[config.mk]
export PLATFORM = sky130hd
export DESIGN_NAME = raw_frame_loader
export DESIGN_NICKNAME = d
export VERILOG_FILES = /design/src/rtl/raw_frame_loader.sv
export SDC_FILE = /design/constraint.sdc
export NUM_CORES = 1
export LEC_CHECK = 0
export CAP_MARGIN = 40
export CELL_PAD_IN_SITES_DETAIL_PLACEMENT = 1
export CELL_PAD_IN_SITES_GLOBAL_PLACEMENT = 1
export CORE_ASPECT_RATIO = 0.7
export CORE_MARGIN = 2
export CORE_UTILIZATION = 42
export CTS_CLUSTER_DIAMETER = 60
export CTS_CLUSTER_SIZE = 10
export DETAILED_ROUTE_END_ITERATION = 10
export PLACE_DENSITY_LB_ADDON = 0.1
export SYNTH_ARGS = -nofsm -noshare
export SYNTH_HDL_FRONTEND = slang
export SYNTH_SLANG_ARGS = --single-unit
[constraint.sdc]
create_clock -name clk -period 5.8 [get_ports clk]
set_input_delay 1.45 -clock clk [delete_from_list [all_inputs] [get_ports clk]]
set_output_delay 1.45 -clock clk [all_outputs]
set_load 0.005 [all_outputs]
[src/rtl/raw_frame_loader.sv]
// Raw Bayer frame loader: raster pixels -> raw memory, then launches demosaic.
// Optional build macro BLACK_LEVEL_EN subtracts a clamped black level from each pixel.
module raw_frame_loader #(
    parameter int ADDR_W = 17,
    parameter int ROW_W  = 11,
    parameter int COL_W  = 11,
    parameter int DATA_W = 12
) (
    input  logic              clk,
    input  logic              rst,
    input  logic [ROW_W-1:0]  rowMax,
    input  logic [COL_W-1:0]  colMax,
    input  logic              s_valid,
    output logic              s_ready,
    input  logic [DATA_W-1:0] s_data,
    input  logic              s_sof,
    input  logic [DATA_W-1:0] black_level,
    output logic              mem_we,
    output logic [ADDR_W-1:0] mem_addr,
    output logic [DATA_W-1:0] mem_wdata,
    output logic              cfa_start,
    input  logic              cfa_done,
    output logic              busy,
    output logic              frame_err
);

    typedef enum logic [1:0] {
        S_IDLE,
        S_LOAD,
        S_START,
        S_WAIT
    } state_t;

    state_t state_q, state_d;

    logic [ROW_W-1:0]  row_q, row_d;
    logic [COL_W-1:0]  col_q, col_d;
    logic [ADDR_W-1:0] addr_q, addr_d;
    logic [ROW_W-1:0]  rmax_q, rmax_d;
    logic [COL_W-1:0]  cmax_q, cmax_d;
    logic              we_q, we_d;
    logic [ADDR_W-1:0] maddr_q, maddr_d;
    logic [DATA_W-1:0] wdata_q, wdata_d;
    logic              err_q, err_d;
    logic              done_q;

    logic              beat;
    logic              take;
    logic              in_idle;
    logic [ROW_W-1:0]  cur_row;
    logic [COL_W-1:0]  cur_col;
    logic [ADDR_W-1:0] cur_addr;
    logic [ROW_W-1:0]  use_rm;
    logic [COL_W-1:0]  use_cm;
    logic              last_col;
    logic              last_pix;
    logic              done_rise;
    logic [DATA_W-1:0] pix;

`ifdef BLACK_LEVEL_EN
    assign pix = (s_data < black_level) ? '0 : s_data - black_level;
`else
    logic unused_black;
    assign unused_black = ^black_level;
    assign pix = s_data;
`endif

    assign in_idle   = (state_q == S_IDLE);
    assign beat      = s_valid && s_ready;
    assign take      = beat && (s_sof || state_q == S_LOAD);
    assign done_rise = cfa_done && !done_q;

    // An s_sof beat always restarts at pixel (0,0); geometry is live only in IDLE.
    assign cur_row  = s_sof ? '0 : row_q;
    assign cur_col  = s_sof ? '0 : col_q;
    assign cur_addr = s_sof ? '0 : addr_q;
    assign use_rm   = in_idle ? rowMax : rmax_q;
    assign use_cm   = in_idle ? colMax : cmax_q;
    assign last_col = (cur_col == use_cm);
    assign last_pix = last_col && (cur_row == use_rm);

    always_ff @(posedge clk) begin
        if (rst) begin
            state_q <= S_IDLE;
            row_q   <= '0;
            col_q   <= '0;
            addr_q  <= '0;
            rmax_q  <= '0;
            cmax_q  <= '0;
            we_q    <= 1'b0;
            maddr_q <= '0;
            wdata_q <= '0;
            err_q   <= 1'b0;
            done_q  <= 1'b0;
        end else begin
            state_q <= state_d;
            row_q   <= row_d;
            col_q   <= col_d;
            addr_q  <= addr_d;
            rmax_q  <= rmax_d;
            cmax_q  <= cmax_d;
            we_q    <= we_d;
            maddr_q <= maddr_d;
            wdata_q <= wdata_d;
            err_q   <= err_d;
            done_q  <= cfa_done;
        end
    end

    always_comb begin
        state_d = state_q;
        unique case (state_q)
            S_IDLE: begin
                if (beat && s_sof) begin
                    state_d = last_pix ? S_START : S_LOAD;
                end
            end
            S_LOAD: begin
                if (beat && last_pix) begin
                    state_d = S_START;
                end
            end
            S_START: state_d = S_WAIT;
            S_WAIT: begin
                if (done_rise) begin
                    state_d = S_IDLE;
                end
            end
        endcase
    end

    always_comb begin
        row_d   = row_q;
        col_d   = col_q;
        addr_d  = addr_q;
        rmax_d  = rmax_q;
        cmax_d  = cmax_q;
        we_d    = 1'b0;
        maddr_d = maddr_q;
        wdata_d = wdata_q;
        err_d   = 1'b0;
        if (take) begin
            we_d    = 1'b1;
            maddr_d = cur_addr;
            wdata_d = pix;
            addr_d  = cur_addr + 1'b1;
            col_d   = last_col ? '0 : cur_col + 1'b1;
            row_d   = last_col ? cur_row + 1'b1 : cur_row;
            err_d   = s_sof && (state_q == S_LOAD);
            if (in_idle) begin
                rmax_d = rowMax;
                cmax_d = colMax;
            end
        end
    end

    always_comb begin
        s_ready   = 1'b0;
        busy      = 1'b1;
        cfa_start = 1'b0;
        unique case (state_q)
            S_IDLE: begin
                s_ready = 1'b1;
                busy    = 1'b0;
            end
            S_LOAD:  s_ready = 1'b1;
            S_START: cfa_start = 1'b1;
            S_WAIT:  ;
        endcase
    end

    assign mem_we    = we_q;
    assign mem_addr  = maddr_q;
    assign mem_wdata = wdata_q;
    assign frame_err = err_q;

endmodule

Yosys cells after proc, flatten, opt, wreduce, memory -nomap -nowiden

Index checks and enable logic that the tools add are counted.

Memories kept: 0
Output and inout bits: 34
ROM bits: 0
Bits in registers: 95
Bits in writable memories: 0
Logic and storage cells: 52
Bits of input ports: 51
Latch bits: 0

Reduce and logical (&&, ||, !) cells: 13
Magnitude comparators: 0
Bitwise logic cells: 1
Eq/ne operators: 8
Multipliers: 0
Mux-type cells: 16
Add/sub/neg operators: 3
Shift operators: 0
Divide/modulo/power cells: 0

Operators with widths:

| kind                                                   | number |
|---|---|
| two-way mux 11 bit                                     | 6 |
| adder 11 x 1 -> 11 bit (second input constant)         | 2 |
| equality test 11 bit                                   | 2 |
| adder 17 x 1 -> 17 bit (second input constant)         | 1 |
| two-way mux 17 bit                                     | 1 |
| two-way mux 2 bit                                      | 4 |
| case mux 2 bit (4 select lines)                        | 1 |
| logical AND 1 bit                                      | 7 |
| equality test 2 bit (second input constant)            | 2 |
| two-way mux 1 bit                                      | 4 |
| inequality test 2 x 1 -> 1 bit (second input constant) | 2 |
| OR reduction 2 bit                                     | 2 |
| AND reduction 3 bit                                    | 1 |
| equality test 2 x 1 -> 1 bit (second input constant)   | 1 |
| logical NOT 2 bit                                      | 1 |
| inequality test 2 bit (second input constant)          | 1 |
| logical NOT 1 bit                                      | 1 |
| logical OR 1 bit                                       | 1 |
| inverter 1 bit                                         | 1 |

Longest topological paths before layout

Depth after elaboration: 7
Depth in mapped cells: 12
Mapped depth without buffers: 8

Worst setup path after synthesis

No wires, ideal clock.

Path type: in2reg
From: input s_sof
To: register addr_q[16]
Stages on the path: 12
Required time: 5,672 ps
Slack: 2,268 ps
Buffers on the path: 4
Library setup time: 128 ps
Data arrival time: 3,404 ps
Path through: buf_2 > buf_2 > buf_4 > clkbuf_1 > nor2b_1 > ha_1 > and4b_1 > nand3_1 > nor2_1 > and4bb_2 > xor2_1 > nor2_1

Word-level cells in the longest chain between the ends: 2

RTL lines:

| what                   | line | source |
|---|---|---|
| from (decl)            | 16   | `input logic s_sof,` |
| two-way mux 17 bit     | 76   | `assign cur_addr = s_sof ? '0 : addr_q;` |
| named net cur_addr[0]  | 52   | `logic [ADDR_W-1:0] cur_addr;` |
| adder 17 x 1 -> 17 bit | 146  | `addr_d = cur_addr + 1'b1;` |
| to (signal assigned)   | 99   | `addr_q <= addr_d;` |
| to (decl)              | 38   | `logic [ADDR_W-1:0] addr_q, addr_d;` |

The timed path passes the listed nets, and every way through them passes these cells.
A chain may end at the register's enable or synchronous reset.

Worst setup path after layout

From: input s_valid
To: register row_q[10]

Word-level cells in the longest chain between the ends: 2

RTL lines:

| what                 | line | source |
|---|---|---|
| from (decl)          | 13   | `input logic s_valid,` |
| logical AND 1 bit    | 69   | `assign beat = s_valid && s_ready;` |
| logical AND 1 bit    | 70   | `assign take = beat && (s_sof \|\| state_q == S_LOAD);` |
| to (signal assigned) | 97   | `row_q <= row_d;` |
| to (decl)            | 36   | `logic [ROW_W-1:0] row_q, row_d;` |

No other way between the ends.

==> results.ini <==
[sta]
worst_pin_slew_ns=0.872
setup_tns_ns=0
finalHoldViolations=0
relSlewSlack=0.419
final.setup_skew_ns=0.00683
setup_viol=0
maxSlewViolCount=0
fmax_mhz=234
min_period_over_period=0.737
layout_min_cycle_time_ns=4.28
rsz0062_at_grt=false

[global_routing]
antenna_found_initial=0
grt_pass1_wl_mm=20.0
grt_use_total=0.206
grt_max_degree=80
overflow=0
grt_pass1_vias=4254

[cells_and_area]
mostFrequentLayoutCell=nand2_1
layout_common_cells=111 x nand2_1, 95 x dfxtp_1, 71 x clkdlybuf4s50_1
final_area_um2=5830
drive_gt1_frac=0.0525
syn2layout_area_growth_pct=23.3
n_antenna_cell=0
nets=683
finish.utilization=0.529

[clock_network]
clock-sinks=95
postCtsSetupBuffers=0
clk_latency_ns=0.34
clockRootBuffer=clkbuf_16
cts_resized=0
hold_buffers=0
clk_pin_slew_worst_paths_ns=0.06
cts_tree=yes
h-tree-depth=3
cts_max_path_buffers=2
cts_buffers=9

[logic_synthesis]
yosysTopAreaCell=dfxtp_1
synthSimpleGateAreaFrac=0.272
ys_ff_latch=95
syn-cell-area_um2=4730
synthCells=571
synthAdderAreaFrac=0.0185
synth_flop_cell=dfxtp_1
synthTopCellsByArea=dfxtp_1 40%, nand2_1 8.8%, a21oi_1 5.5%, xnor2_1 5.2%, mux2i_1 4.7%
synth_warnings=0
synth_xor_xnor_area_share=0.0667
async_flop_share=0
synth_nets=629
synth_seq_area_share=0.402
synth_edf_count=0
netlist.area_leader.share=0.402
synth_compound_area_frac=0.143
synth_top_family_by_area=simple AND/OR/NAND/NOR gates
syn_area_per_cell_um2=8.28
yosys-mux-area-fraction=0.0537
synth_cell_types=53

[worst_setup_path]
worst-r2r-setup-slack_ns=1.86
rr_endpoint=row_q[10]$_SDFFE_PP0P_
reg2regPathDepth=9
end_kind=flip-flop
critPathArrivalTime_ns=4.51
startpoint=s_valid
start_kind=input port
critical_path_class=in -> reg
cp.required_ns=6.03
timing.rr.start=state_q[1]$_SDFFE_PP0P_
cp_max_fo=33

[worst_hold_path]
hp-class=reg -> reg
min_from=mem_wdata[4]$_SDFFE_PP0P_
whs_path_depth=2
min_to=mem_wdata[4]$_SDFFE_PP0P_

[floorplanning]
num_io_pins=85
dieArea_um2=12100
rows=32
die_w_um=131
initial_core_util=0.430
coreArea_um2=11000
die_y_um=92.8

[run_status]
status=finished clean

[placed_design]
place_hpwl_mm=8.30
place_congestion=0.804
io_buffers=72
place_area_um2=5550

[power_and_ir_drop]
p_leak_nw=2.08
total_power_mw=1.95
vdd_ir_drop_max_mv=0.144
p_per_area_nw_per_um2=334

[route]
firstDrtPassIters=4
via_per_inst=5.39
postRouteAntennaNets=0
drt_iter0_markers=168
wire_per_inst_um=15.3
drc_errors=0
drt-total-wl_mm=12.0
vias=4212

[run]
drv_cap=0

[worst max-delay path: stages]
cell	delay, ns
clkdlybuf4s50_1	0.63
nand3_1	0.13
buf_4	0.26
nand2_1	0.63
nand4_2	0.59
nor4_1	0.44
mux2_1	0.35
[report_power, final]
group / internal (mW) / switching (mW)
Combinational: 0.271 / 0.354
Sequential: 0.710 / 0.0332
Clock: 0.331 / 0.246
[through the flow]
step | hold WS (ns) | setup slack (ns) | std cells
2_1_floorplan | 0.436 | 2.27 | 571
5_1_grt | 0.473 | 1.33 | 782
3_5_place_dp | 0.446 | 1.13 | 767
6_report | 0.453 | 1.52 | 782
3_3_place_gp | 0.438 | 1.19 | 763
4_1_cts | 0.455 | 1.49 | 782
[layout make-up]
| cell class | count | area (um^2) |
|---|---|---|
| Clock buffer | 11 | 233 |
| Clock inverter | 4 | 47.5 |
| Fill cell | 1312 | 5180 |
| Inverter | 6 | 22.5 |
| Multi-Input combinational cell | 433 | 2620 |
| Sequential cell | 95 | 1900 |
| Tap cell | 153 | 191 |
| Timing Repair Buffer | 80 | 811 |
[cell usage after synthesis (2+ instances only)]
| cell | count |
|---|---|
| buf_2 | 12 |
| nand4_1 | 9 |
| a211o_1 | 3 |
| xnor2_1 | 28 |
| and4_1 | 2 |
| nand3b_1 | 7 |
| a21oi_1 | 52 |
| inv_1 | 6 |
| a22oi_1 | 15 |
| nor2_1 | 49 |
| nand2_1 | 111 |
| nand3_1 | 15 |
| buf_4 | 2 |
| dfxtp_1 | 95 |
| and4b_1 | 3 |
| nor3_1 | 4 |
| a31oi_1 | 12 |
| nor3b_1 | 3 |
| o211ai_1 | 3 |
| and3_1 | 6 |
| a31o_2 | 2 |
| nor4_2 | 2 |
| or4b_1 | 4 |
| and2_1 | 4 |
| xor2_1 | 8 |
| o21ai_1 | 2 |
| clkbuf_1 | 20 |
| ha_1 | 7 |
| a2bb2oi_1 | 2 |
| o21ai_0 | 5 |
| or4_1 | 2 |
| mux2i_1 | 22 |
| nor2b_1 | 18 |
| mux2_1 | 3 |
| buf_6 | 3 |
| nand2b_1 | 9 |
| or3_1 | 5 |
[metal layers]
metal / up-vias / part of all wire / track usage
li1: 2075 / - / -
met1: 2073 / 0.47 / 0.255
met2: 54 / 0.49 / 0.363
met3: 10 / 0.031 / 0.0410
met4: 0 / 0.010 / 0.0594
met5: - / 0 / 0
[kinds of logic after synthesis]
group	after synthesis
mux	25
buf+inv	43
compound gates	104
xor+xnor	36
simple gates	261
fa+ha+maj	7
flops	95
[worst max-delay path by stage]
stage	end	slack (ns)	cells after the start
2_1_floorplan	addr_q[16]$_SDFFE_PP0P_	2.27	12
3_3_place_gp	row_q[10]$_SDFFE_PP0P_	1.19	7
3_5_place_dp	row_q[10]$_SDFFE_PP0P_	1.13	7
4_1_cts	row_q[10]$_SDFFE_PP0P_	1.49	7
5_1_grt	row_q[10]$_SDFFE_PP0P_	1.33	7
6_report	row_q[10]$_SDFFE_PP0P_	1.52	7
[state kept, by name, summed over array words and instances, names as in the netlist]
register	flops
addr_q	17
cmax_q	11
col_q	11
done_q	1
frame_err	1
mem_addr	17
mem_wdata	12
mem_we	1
rmax_q	11
row_q	11
state_q	2
Note: power is estimated with default switching activity, not from simulation.
